--- config.mk ---
export PLATFORM = sky130hd
export DESIGN_NAME = payment_ctrl
export DESIGN_NICKNAME = d
export VERILOG_FILES = /design/src/rtl/payment_ctrl.sv
export SDC_FILE = /design/constraint.sdc
export NUM_CORES = 1
export LEC_CHECK = 0
export BUFFER_PORTS_ARGS = -buffer_cell sky130_fd_sc_hd__buf_2
export CAP_MARGIN = 20
export CORE_UTILIZATION = 59
export CTS_CLUSTER_DIAMETER = 150
export DETAILED_ROUTE_END_ITERATION = 8
export GPL_TIMING_DRIVEN = 0
export PLACE_DENSITY = 0.78
export SYNTH_ARGS = -nofsm -noshare
export SYNTH_HDL_FRONTEND = slang
export SYNTH_SLANG_ARGS = --single-unit
--- constraint.sdc ---
create_clock -name clk -period 5 [get_ports clk]
set_clock_uncertainty 0.2 [all_clocks]
set_input_delay 1.5 -clock clk [delete_from_list [all_inputs] [get_ports clk]]
set_output_delay 1.5 -clock clk [all_outputs]
set_load 0.03 [all_outputs]
--- src/rtl/payment_ctrl.sv ---
// rtl/payment_ctrl.sv - coin payment session controller
// Collects coins against a latched price and reports success/failure with change.
module payment_ctrl #(
  parameter int TIMEOUT_TICKS = 30000000,
  parameter int PRICE_W       = 10
) (
  input  logic               clk,
  input  logic               rst_n,
  input  logic               pay_en,
  input  logic [PRICE_W-1:0] price_total,
  input  logic               coin_1,
  input  logic               coin_5,
  input  logic               coin_10,
  input  logic               cancel,
  output logic [PRICE_W-1:0] paid,
  output logic [PRICE_W-1:0] change,
  output logic               pay_ok,
  output logic               pay_fail,
  output logic               finish
);

  localparam int TIMER_W = $clog2(TIMEOUT_TICKS + 1);
  localparam int SUM_W   = PRICE_W + 5;
  localparam logic [TIMER_W-1:0] TIMER_LAST = TIMER_W'(TIMEOUT_TICKS - 1);
  localparam logic [SUM_W-1:0]   PAID_MAX   = {5'b0, {PRICE_W{1'b1}}};

  typedef enum logic [1:0] {
    ST_IDLE,
    ST_COLLECT,
    ST_OK,
    ST_FAIL
  } state_t;

  state_t               state, state_nxt;
  logic [PRICE_W-1:0]   due, due_nxt;
  logic [PRICE_W-1:0]   paid_nxt, change_nxt;
  logic [TIMER_W-1:0]   timer, timer_nxt;
  logic                 ok_nxt, fail_nxt, finish_nxt;
  logic [SUM_W-1:0]     coin_sum, sum_ext;
  logic [PRICE_W-1:0]   paid_sat;
  logic                 any_coin;

  // Simultaneous coins all count; the running total clamps at full scale.
  always_comb begin
    coin_sum = (coin_1  ? SUM_W'(1)  : '0)
             + (coin_5  ? SUM_W'(5)  : '0)
             + (coin_10 ? SUM_W'(10) : '0);
    sum_ext  = {5'b0, paid} + coin_sum;
    paid_sat = (sum_ext > PAID_MAX) ? {PRICE_W{1'b1}} : sum_ext[PRICE_W-1:0];
    any_coin = coin_1 | coin_5 | coin_10;
  end

  always_ff @(posedge clk or negedge rst_n) begin
    if (!rst_n) begin
      state    <= ST_IDLE;
      due      <= '0;
      paid     <= '0;
      change   <= '0;
      timer    <= '0;
      pay_ok   <= 1'b0;
      pay_fail <= 1'b0;
      finish   <= 1'b0;
    end else begin
      state    <= state_nxt;
      due      <= due_nxt;
      paid     <= paid_nxt;
      change   <= change_nxt;
      timer    <= timer_nxt;
      pay_ok   <= ok_nxt;
      pay_fail <= fail_nxt;
      finish   <= finish_nxt;
    end
  end

  always_comb begin
    state_nxt  = state;
    due_nxt    = due;
    paid_nxt   = paid;
    change_nxt = change;
    timer_nxt  = timer;
    ok_nxt     = pay_ok;
    fail_nxt   = pay_fail;
    finish_nxt = 1'b0;

    case (state)
      ST_IDLE: begin
        paid_nxt   = '0;
        change_nxt = '0;
        timer_nxt  = '0;
        ok_nxt     = 1'b0;
        fail_nxt   = 1'b0;
        if (pay_en) begin
          due_nxt   = price_total;
          state_nxt = ST_COLLECT;
        end
      end

      ST_COLLECT: begin
        paid_nxt  = paid_sat;
        timer_nxt = any_coin ? '0 : timer + TIMER_W'(1);
        // Exit decisions use the total including this cycle's coins.
        if (!pay_en) begin
          state_nxt = ST_IDLE;
          paid_nxt  = '0;
          timer_nxt = '0;
          due_nxt   = '0;
        end else if (cancel) begin
          state_nxt  = ST_FAIL;
          change_nxt = paid_sat;
          fail_nxt   = 1'b1;
          finish_nxt = 1'b1;
        end else if (paid_sat >= due) begin
          state_nxt  = ST_OK;
          change_nxt = paid_sat - due;
          ok_nxt     = 1'b1;
          finish_nxt = 1'b1;
        end else if (!any_coin && timer == TIMER_LAST) begin
          state_nxt  = ST_FAIL;
          change_nxt = paid_sat;
          fail_nxt   = 1'b1;
          finish_nxt = 1'b1;
        end
      end

      ST_OK, ST_FAIL: begin
        if (!pay_en) begin
          state_nxt  = ST_IDLE;
          due_nxt    = '0;
          paid_nxt   = '0;
          change_nxt = '0;
          timer_nxt  = '0;
          ok_nxt     = 1'b0;
          fail_nxt   = 1'b0;
        end
      end

      default: state_nxt = ST_IDLE;
    endcase
  end

endmodule
==> flow_metrics.py <==
metrics = {
    "outcome": {
        "status": "finished, final reports clean",
    },
    "global_routing": {
        "grt_overflow": 0,
        "grtUsageTotal_pct": 31.2,
        "antenna_found_initial": 0,
        "grt_pass1_vias": 3209,
        "grt_max_degree": 37,
        "grt_pass1_wl_um": 15300,
    },
    "route": {
        "drc_errors": 0,
        "wl_um": 9770,
        "ant_nets": 0,
        "first_pass_iters": 5,
        "via_per_inst": 6.21,
        "drt-initial-drc-count": 311,
        "num_vias": 3591,
        "wl_per_cell_um": 16.9,
    },
    "final_layout": {
        "syn_to_final_growth_pct": 19.1,
        "fin_nets": 533,
        "stdcell_area_sq_um": 4480,
        "drive_above_1_share_pct": 20.9,
        "instances_no_fill": 578,
        "n_antenna_cell": 0,
    },
    "placed_design": {
        "globalplace.congestion": 0.893,
        "place_hpwl_um": 6800,
        "placed_cells": 551,
        "io_buffers": 38,
        "pre_cts_ws_ns": -0.655,
        "postPlaceCellArea_sq_um": 4110,
    },
    "cts": {
        "cts_tree": "built",
        "holdBufCountCts": 0,
        "cts_sinks": 60,
        "cts_buffers": 9,
        "htreeDepth": 3,
        "cts_root_buf": "clkbuf_8",
        "clockBufferDepth": 2,
        "clkTransAtPathRegs_ns": 0.08,
        "clk_latency_ns": 0.36,
    },
    "critical_path": {
        "worst_path_most_repeated_cell": "fa_1",
        "crit-reg2reg-launch": "paid[0]",
        "reg2reg_slack_ns": 0.91,
        "crit_slowest_cell": "fa_1",
        "critical_path.max_fanout": 6,
        "reg2reg_depth": 15,
        "worstPathArrival_ns": 5.00,
        "required_ns": 5.05,
        "max_stage_delay_ns": 0.39,
        "worstPathCellList": "buf_2 > fa_1 > inv_1 > fa_1 > nand2b_4 > a21oi_4 > and3_4 > nor2_1 > mux2i_2 > ha_4 > and3_1 > o211a_1 > o41ai_4 > buf_6 > mux2_4 > a22o_1",
        "crit_type": "in2reg",
        "startpoint_type": "primary input",
        "critPathCaptureType": "flop",
        "startpoint": "coin_5",
    },
    "synthesis": {
        "yosys.area_share.simple_pct": 20.2,
        "ys_types": 56,
        "avgSynthCellArea_sq_um": 8.61,
        "synth.area.mux_share_pct": 2.56,
        "synth_seq_area_share_pct": 39.9,
        "yosysWarnings": 0,
        "synthArstFlopShare_pct": 100,
        "synthCells": 437,
        "synth_fa_ha_area_share_pct": 6.58,
        "synth_top_family_by_area": "compound AO/OA/AOI/OAI gates",
        "synth-edff-count": 0,
        "synth.ff_latch_count": 60,
        "synth.cell_area_sq_um": 3760,
        "synth-compound-area-share_pct": 24.1,
        "synth_xor_area_share_pct": 2.09,
        "syn-num-nets": 472,
        "yosys_most_used_dff": "dfrtp_1",
    },
    "floorplan": {
        "coreArea_sq_um": 6030,
        "die_h_um": 81.9,
        "ioPinCount": 40,
        "dieArea_sq_um": 6700,
        "num_rows": 28,
        "die_x_um": 81.9,
        "initial_core_util_pct": 62.5,
    },
    "run": {
        "maxCapViolations": 0,
    },
    "power_and_ir_drop": {
        "max-vdd-ir-drop_v": 0.000291,
        "leakage_nw": 2.14,
        "power-per-cell-area_nw_per_um2": 384,
    },
    "hold_path": {
        "hold_class": "reg2reg",
        "hp-start": "timer[16]",
        "min_path_cells": 1,
    },
    "sta": {
        "hold_violations": 0,
        "setup_violations": 0,
        "fmax_mhz": 202,
        "worstMarginPinSlew_ns": 0.589,
        "slew_viol_final": 0,
        "period_needed_ns": 4.94,
        "max-slew-margin-rel_pct": 60.6,
        "period_share_pct": 98.8,
        "fin_ws_ns": 0.0577,
    },
}
## worst max-delay path, delay by kind of cell
family                     cells  cell delay [ns]
AOI/OAI and AO/OA              4             0.89
buffers and inverters          3             0.34
adders and majority gates      3             0.86
and+or+nand+nor                4             0.73
muxes                          2             0.65
## Yosys cell counts, drive strengths merged (2+ instances only)
cell type   n  area, sq um
nand2b      7         43.8
nand4       7         43.8
o21ai      70          350
nor2b       2         12.5
a21o        5         41.3
and2        4         25.0
xnor2       3         26.3
ha         15          188
nor2       20         77.6
o21a        4         30.0
a22o       19          166
clkbuf     10         37.5
a21oi      16         83.8
nor4        2         25.0
or2         2         12.5
and3       11         68.8
a31oi       9         56.3
fa          3         60.1
o31ai       4         30.0
dfrtp      60         1500
xor2        6         52.6
o211a       2         20.0
nand2      77          289
mux2        5         56.3
nand3      13         70.1
buf         9         57.6
nor3        8         45.0
mux2i       4         40.0
o41ai       3         45.1
inv        21         78.8
o22ai       2         12.5
## area by class of cell
cell class | instances | area (sq um)
flip-flops and latches | 60 | 1500
multi-input cells | 337 | 2220
plain buffers | 19 | 97.6
clock inverters | 6 | 63.8
clock buffers | 10 | 138
well taps | 75 | 93.8
inverters | 21 | 78.8
repair buffers | 50 | 294
fillers | 466 | 1540
## where the power goes
group	total, mW	switching (mW)	internal (mW)
Clock	0.455	0.213	0.242
Combinational	0.707	0.407	0.300
Sequential	0.558	0.0312	0.526
Total	1.72	0.651	1.07
## placed cells by master, fill, tap and decap left out, types with 11 or more instances in the layout
cell type and instances:
nand3_1 12, nor2_1 19, ha_1 11, buf_4 11, inv_1 21, o21ai_0 68, buf_2 42, a22o_1 19
nand2_1 77, dfrtp_1 60, a21oi_1 12
## metal layers
layer | up-vias | wire [um] | GRT usage [%]
met3 | 18 | 660 | 6.67
li1 | 1690 | - | -
met5 | - | 0 | 0
met2 | 148 | 4350 | 46.8
met1 | 1735 | 4520 | 43.6
met4 | 0 | 234 | 12.6
## cells by family after synthesis
kind of cell,after synthesis
flip-flops,60
XOR/XNOR,9
adder cells (fa/ha/maj),18
multiplexers,9
AO/OA/AOI/OAI,142
AND/OR/NAND/NOR,159
buffers and inverters,40
## stage by stage
step / util [%] / hold WS (ns) / total power, mW / TNS, ns
final: 74.4 / 0.287 / 1.72 / 0
after global routing: 74.4 / 0.330 / 1.82 / -0.556
after CTS: 72.1 / 0.290 / 1.65 / 0
after detailed placement: 68.2 / 0.277 / 1.19 / -8.11
after global placement: 67.9 / 0.275 / 1.17 / -7.38
after floorplan: - / 0.243 / 1.04 / 0
## final timing paths
path / to
max: change[6]
min: timer[16]
max reg2reg: change[6]
min reg2reg: timer[16]
max in group asynchronous: timer[14]
min in group asynchronous: change[4]
## timing repair
item                                    in CTS  in global routing
gates cloned                                 0                  1
gates resized for setup                      4                 14
endpoints found under the setup margin      13                 13
hold endpoints to repair                     0                  0
pin swaps                                    1                  8
setup buffers                                2                  8
## sequential cells by signal (all words and copies together), names as in the netlist
signal / flops
paid: 10
timer: 25
change: 10
due: 10
pay_fail: 1
pay_ok: 1
finish: 1
state: 2
(Power assumes the default switching activity.)
